--- config.mk ---
export PLATFORM = sky130hd
export DESIGN_NAME = pc_control_flat
export DESIGN_NICKNAME = d
export VERILOG_FILES = /design/src/rtl/pc_control_pkg.sv /design/src/rtl/pc_control_if.sv /design/src/rtl/pc_cond_eval.sv /design/src/rtl/pc_control.sv /design/src/flat_wrapper.sv
export SDC_FILE = /design/constraint.sdc
export NUM_CORES = 1
export LEC_CHECK = 0
export CELL_PAD_IN_SITES_DETAIL_PLACEMENT = 1
export CELL_PAD_IN_SITES_GLOBAL_PLACEMENT = 1
export CORE_MARGIN = 2
export CORE_UTILIZATION = 34
export DETAILED_ROUTE_END_ITERATION = 8
export PLACE_DENSITY = 0.88
export SETUP_SLACK_MARGIN = 0.05
export SLEW_MARGIN = 20
export SYNTH_ARGS = -nofsm -noshare
export SYNTH_HDL_FRONTEND = slang
export SYNTH_HIERARCHICAL = 1
export SYNTH_SLANG_ARGS = --single-unit
--- constraint.sdc ---
create_clock -name clk -period 10 [get_ports clk]
set_input_delay 2 -clock clk [delete_from_list [all_inputs] [get_ports clk]]
set_output_delay 2 -clock clk [all_outputs]
set_load 0.02 [all_outputs]
--- src/rtl/pc_control_pkg.sv ---
// Shared constants for the next-PC selection block: condition codes,
// control-flow kinds and flag register bit positions.
package pc_control_pkg;

    localparam logic [2:0] CC_NE = 3'b000;
    localparam logic [2:0] CC_EQ = 3'b001;
    localparam logic [2:0] CC_GT = 3'b010;
    localparam logic [2:0] CC_LT = 3'b011;
    localparam logic [2:0] CC_GE = 3'b100;
    localparam logic [2:0] CC_LE = 3'b101;
    localparam logic [2:0] CC_OV = 3'b110;
    localparam logic [2:0] CC_UN = 3'b111;

    localparam logic [1:0] BT_B   = 2'b00;
    localparam logic [1:0] BT_BR  = 2'b01;
    localparam logic [1:0] BT_PCS = 2'b10;
    localparam logic [1:0] BT_HLT = 2'b11;

    localparam int FLAG_Z = 0;
    localparam int FLAG_V = 1;
    localparam int FLAG_N = 2;

endpackage

--- src/rtl/pc_control_if.sv ---
// Branch-control bus between decode/fetch and pc_control.
// With PC_CONTROL_TAKEN_CNT_EN defined it also carries TakenCount.
interface pc_control_if;

    logic        Branch;
    logic [1:0]  BranchType;
    logic [2:0]  C;
    logic [8:0]  I;
    logic [2:0]  F;
    logic [15:0] Reg;
    logic [15:0] PC_In;
    logic [15:0] PC_Out;
    logic        Taken;
    logic        Halted;
`ifdef PC_CONTROL_TAKEN_CNT_EN
    logic [15:0] TakenCount;
`endif

    modport master (
        output Branch, BranchType, C, I, F, Reg, PC_In,
`ifdef PC_CONTROL_TAKEN_CNT_EN
        input  TakenCount,
`endif
        input  PC_Out, Taken, Halted
    );

    modport slave (
        input  Branch, BranchType, C, I, F, Reg, PC_In,
`ifdef PC_CONTROL_TAKEN_CNT_EN
        output TakenCount,
`endif
        output PC_Out, Taken, Halted
    );

endinterface

--- src/rtl/pc_cond_eval.sv ---
// Evaluates the 3-bit branch condition code against the {N, V, Z} flags.
module pc_cond_eval
    import pc_control_pkg::*;
(
    input  logic [2:0] C,
    input  logic [2:0] F,
    output logic       cond
);

    logic n, v, z;

    assign n = F[FLAG_N];
    assign v = F[FLAG_V];
    assign z = F[FLAG_Z];

    always_comb begin
        // NOTE: default first so every path assigns cond and no latch is inferred.
        cond = 1'b0;
        case (C)
            CC_NE:   cond = ~z;
            CC_EQ:   cond = z;
            CC_GT:   cond = ~z & ~n;
            CC_LT:   cond = n;
            CC_GE:   cond = z | (~z & ~n);
            CC_LE:   cond = n | z;
            CC_OV:   cond = v;
            CC_UN:   cond = 1'b1;
            default: cond = 1'b0;
        endcase
    end

endmodule

--- src/rtl/pc_control.sv ---
// Combinational next-PC selection with a sticky registered halt flag.
// Defining PC_CONTROL_TAKEN_CNT_EN adds a saturating taken-branch counter.
module pc_control
    import pc_control_pkg::*;
(
    input  logic        clk,
    input  logic        rst,
    pc_control_if.slave bus
);

    logic [15:0] pc_plus2;
    logic [15:0] target;
    logic [15:0] pc_next;
    logic        cond;
    logic        taken;
    logic        halted;

    pc_cond_eval u_cond_eval (
        .C    (bus.C),
        .F    (bus.F),
        .cond (cond)
    );

    // Offset is in words: sign-extend the 9-bit immediate and shift left once.
    assign pc_plus2 = bus.PC_In + 16'd2;
    assign target   = pc_plus2 + {{6{bus.I[8]}}, bus.I, 1'b0};

    always_comb begin
        pc_next = pc_plus2;
        taken   = 1'b0;
        if (bus.Branch) begin
            case (bus.BranchType)
                BT_B: begin
                    taken = cond;
                    if (cond) pc_next = target;
                end
                BT_BR: begin
                    taken = cond;
                    if (cond) pc_next = bus.Reg;
                end
                BT_PCS:  pc_next = pc_plus2;
                BT_HLT:  pc_next = bus.PC_In;
                default: pc_next = pc_plus2;
            endcase
        end
    end

    always_ff @(posedge clk or posedge rst) begin
        if (rst)
            halted <= 1'b0;
        // NOTE: non-blocking assignment keeps register updates race-free with other clocked logic.
        else if (bus.Branch && bus.BranchType == BT_HLT)
            halted <= 1'b1;
    end

    assign bus.PC_Out = pc_next;
    assign bus.Taken  = taken;
    assign bus.Halted = halted;

`ifdef PC_CONTROL_TAKEN_CNT_EN
    logic [15:0] taken_count;

    always_ff @(posedge clk or posedge rst) begin
        if (rst)
            taken_count <= 16'd0;
        else if (taken && !halted && taken_count != 16'hFFFF)
            taken_count <= taken_count + 16'd1;
    end

    assign bus.TakenCount = taken_count;
`endif

endmodule

--- src/flat_wrapper.sv ---
// flat-port wrapper written by rule: the top's interface ports become plain ports
module pc_control_flat import pc_control_pkg::*;
  (clk, rst, bus_Branch, bus_BranchType, bus_C, bus_I, bus_F, bus_Reg, bus_PC_In, bus_PC_Out, bus_Taken, bus_Halted);
  pc_control_if bus_i ();
  input  logic clk;
  input  logic rst;
  input wire logic [$bits(bus_i.Branch)-1:0] bus_Branch;
  input wire logic [$bits(bus_i.BranchType)-1:0] bus_BranchType;
  input wire logic [$bits(bus_i.C)-1:0] bus_C;
  input wire logic [$bits(bus_i.I)-1:0] bus_I;
  input wire logic [$bits(bus_i.F)-1:0] bus_F;
  input wire logic [$bits(bus_i.Reg)-1:0] bus_Reg;
  input wire logic [$bits(bus_i.PC_In)-1:0] bus_PC_In;
  output wire logic [$bits(bus_i.PC_Out)-1:0] bus_PC_Out;
  output wire logic [$bits(bus_i.Taken)-1:0] bus_Taken;
  output wire logic [$bits(bus_i.Halted)-1:0] bus_Halted;
  assign bus_i.Branch = bus_Branch;
  assign bus_i.BranchType = bus_BranchType;
  assign bus_i.C = bus_C;
  assign bus_i.I = bus_I;
  assign bus_i.F = bus_F;
  assign bus_i.Reg = bus_Reg;
  assign bus_i.PC_In = bus_PC_In;
  assign bus_PC_Out = bus_i.PC_Out;
  assign bus_Taken = bus_i.Taken;
  assign bus_Halted = bus_i.Halted;
  pc_control u_core (.clk(clk), .rst(rst), .bus(bus_i));
endmodule
==> flow_summary_export.csv <==
group,metric,value,unit
run_status,status,"completed",
drt,vias_per_cell,5.702,
synthesis,syn_avg_cell_area,6.363,um2
setup_path,worst_ep_required_time,8000,ps
die,dieArea,6289,um2
drt,drcViolationCount,0,
synthesis,synth_enable_flop_cells,0,
drt,vias,2446,
setup_path,end_kind,"output port",
power_and_ir_drop,pwr-share-seq,2.6,%
setup_path,crit_fanout,8,
clock_network,cts.clk_slew.worst_paths,0,ps
timing,setup_tns,0,ps
flow_run,drv_cap,0,
synthesis,synthFlopType,"dfrtp_1",
setup_path,arrival,5800,ps
synthesis,synth_area,1928,um2
die,rows,27,
synthesis,ys_seq_area_share,1.298,%
die,die_w,79.31,um
timing,tightest_slew,759.5,ps
timing,fin_crit,7798,ps
placement,portBuffers,69,
timing,max_slew_margin,49.21,%
power_and_ir_drop,p_sw,0.08201,mW
hold_path,hold_path_class,"reg2reg",
drt,wirelength_met1,3.282,mm
final_layout,drive_gt1_share,2.801,%
final_layout,antennaDiodeCount,0,
synthesis,synthMuxAreaShare,3.764,%
drt,dr_wl_met2,3.573,mm
synthesis,async_flop_share,100.0,%
placement,dpl-instance-area,2655,um2
final_layout,area_growth_syn_to_layout,37.70,%
power_and_ir_drop,combPwrFrac,97.4,%
power_and_ir_drop,pwr_density_cell,59.15,nW/um2
power_and_ir_drop,leakage,1.032,nW
die,initial_core_util,35.01,%
global_route,antenna_found_initial,0,
final_layout,fin_area,2655,um2
timing,setup_viol,0,
clock_network,worstSkewPairLatency,0,ps
drt,ant_nets,0,
drt,drt-initial-drc-count,120,
global_route,grt_start_max_net_pins,35,
global_route,grt_usage,23.03,%
timing,final_hold_viol_count,0,
setup_path,critPathLaunchType,"primary input",
power_and_ir_drop,ir_worst_vdd,0.02695,mV
die,die_h,79.31,um
global_route,grt_pass1_vias,2440,
global_route,grt_overflow,0,
final_layout,fin_nets,431,
die,core_area,5507,um2
drt,wl_per_cell,16.75,um
synthesis,syn_nets,375,
synthesis,synth-seq-cells,1,
timing,rsz0062_at_grt,"false",
die,ios,70,
clock_network,cts_setup_buffers,0,
power_and_ir_drop,p_sw_share,52.22,%
drt,wl_met3,297,um
timing,slew_violations,0,
synthesis,synth_compound_area_share,35.56,%
placement,place_hpwl,5.756,mm
final_layout,largest_reg_flops,1,
synthesis,yosys.cell_types.count,51,
synthesis,synth_top_family_by_area,"compound AO/OA/AOI/OAI gates",
timing,clock_skew,0,ps
drt,routed.top_layer,"met4",
synthesis,yosysWarnings,6,
global_route,grt_pass1_wl,11.94,mm
synthesis,synthAdderAreaFrac,13.37,%
placement,gp_congestion,0.8751,
clock_network,cts_hold_buf,0,
final_layout,nFillCells,714,
setup_path,timing.setup.critical_path_class,"in2out",
synthesis,synth-simple-area-share,27.77,%
timing,max_freq,0.1282,GHz
synthesis,syn-instance-count,303,
power_and_ir_drop,p_int,0.07504,mW
clock_network,post_cts_resized,0,
synthesis,synth_xor_area_share,11.36,%
power_and_ir_drop,clkPwrFrac,0,%
timing,period_share,77.98,%
drt,first_pass_iters,4,
drt,routed_wl,7.185,mm
-- power groups by stage --
stage / clock network [mW] / registers (mW) / logic [mW]
4_1_cts: 0 / 0.00414 / 0.153
3_3_place_gp: 0 / 0.00414 / 0.148
5_1_grt: 0 / 0.00414 / 0.168
2_1_floorplan: 0 / 0.00415 / 0.0911
6_report: 0 / 0.00414 / 0.153
3_5_place_dp: 0 / 0.00414 / 0.152
-- metal layers --
| metal | track usage [%] | up-vias |
|---|---|---|
| met4 | 2.586 | 0 |
| li1 | - | 1217 |
| met3 | 0.7955 | 4 |
| met1 | 30.61 | 1163 |
| met2 | 42.37 | 62 |
| met5 | 0 | - |
-- logic make-up after synthesis --
logic type               Yosys count
AO/OA/AOI/OAI                    111
XOR/XNOR                          25
adder cells (fa/ha/maj)           20
buffers and inverters             33
flip-flops                         1
multiplexers                       7
AND/OR/NAND/NOR                  106
-- cells in the mapped netlist (5+ instances only) --
cell type	count	area, um2
o21ai_0	37	185.2
nand2_1	32	120.1
a21oi_1	30	150.1
nor2_1	22	82.58
ha_1	19	237.7
xnor2_1	16	140.1
clkbuf_1	15	56.30
inv_1	15	56.30
nand3_1	13	65.06
xor2_1	9	78.83
a22oi_1	6	45.04
nand4_1	6	37.54
nor2b_1	6	37.54
a211oi_1	5	37.54
mux2i_1	5	50.05
nand2b_1	5	31.28
-- layout make-up --
class / count / area [um2] / area share [%]
sequential: 1 / 25.02 / 0.9425
tap: 72 / 90.09 / 3.393
multi-input combinational: 269 / 1770 / 66.68
timing repair buffer: 72 / 713.2 / 26.86
inverter: 15 / 56.30 / 2.121
-- layout by cell type, fill, tap and decap left out, drive strengths merged, types with 9 or more instances in the layout --
| cell | instances |
|---|---|
| nor2 | 22 |
| clkdlybuf4s50 | 69 |
| o21ai | 40 |
| ha | 19 |
| nand3 | 13 |
| xor2 | 9 |
| nand2 | 32 |
| inv | 15 |
| xnor2 | 16 |
| a21oi | 30 |
-- metrics by stage --
step | hold WS, ps | setup slack, ps | util, % | std cells | power [mW]
after CTS | 451.8 | 2188 | 48.22 | 429 | 0.1572
after global routing | 469.8 | 1959 | 48.22 | 429 | 0.1720
final | 454.3 | 2202 | 48.22 | 429 | 0.1571
after global placement | 439.7 | 2324 | 48.22 | 429 | 0.1519
after detailed placement | 451.8 | 2208 | 48.22 | 429 | 0.1562
after floorplan | 565.6 | 3491 | - | 303 | 0.09528
-- path summary, 6_finish.rpt --
| kind | startpoint | cells past startpoint | slack, ps | to |
|---|---|---|---|---|
| setup / recovery | bus_PC_In[1] | 13 | 2200 | bus_PC_Out[15] |
| setup reg to reg | u_core/bus.Halted$_DFFE_PP0P_ | 1 | 9370 | u_core/bus.Halted$_DFFE_PP0P_ |
| hold / removal | u_core/bus.Halted$_DFFE_PP0P_ | 1 | 450 | u_core/bus.Halted$_DFFE_PP0P_ |
| hold reg to reg | u_core/bus.Halted$_DFFE_PP0P_ | 1 | 450 | u_core/bus.Halted$_DFFE_PP0P_ |
| max in group asynchronous | rst | 2 | 7760 | u_core/bus.Halted$_DFFE_PP0P_ |
| min in group asynchronous | rst | 2 | 2150 | u_core/bus.Halted$_DFFE_PP0P_ |
-- critical path, cell delays in order --
cell	delay, ps
clkdlybuf4s50_1	620
ha_1	370
nand3_1	130
xnor2_1	260
ha_1	350
a21oi_1	160
nor2b_1	60
a311o_1	380
a41oi_2	370
a31oi_1	180
mux2i_1	170
a22oi_2	130
clkdlybuf4s50_1	620
Note: power is estimated with default switching activity, not from simulation.
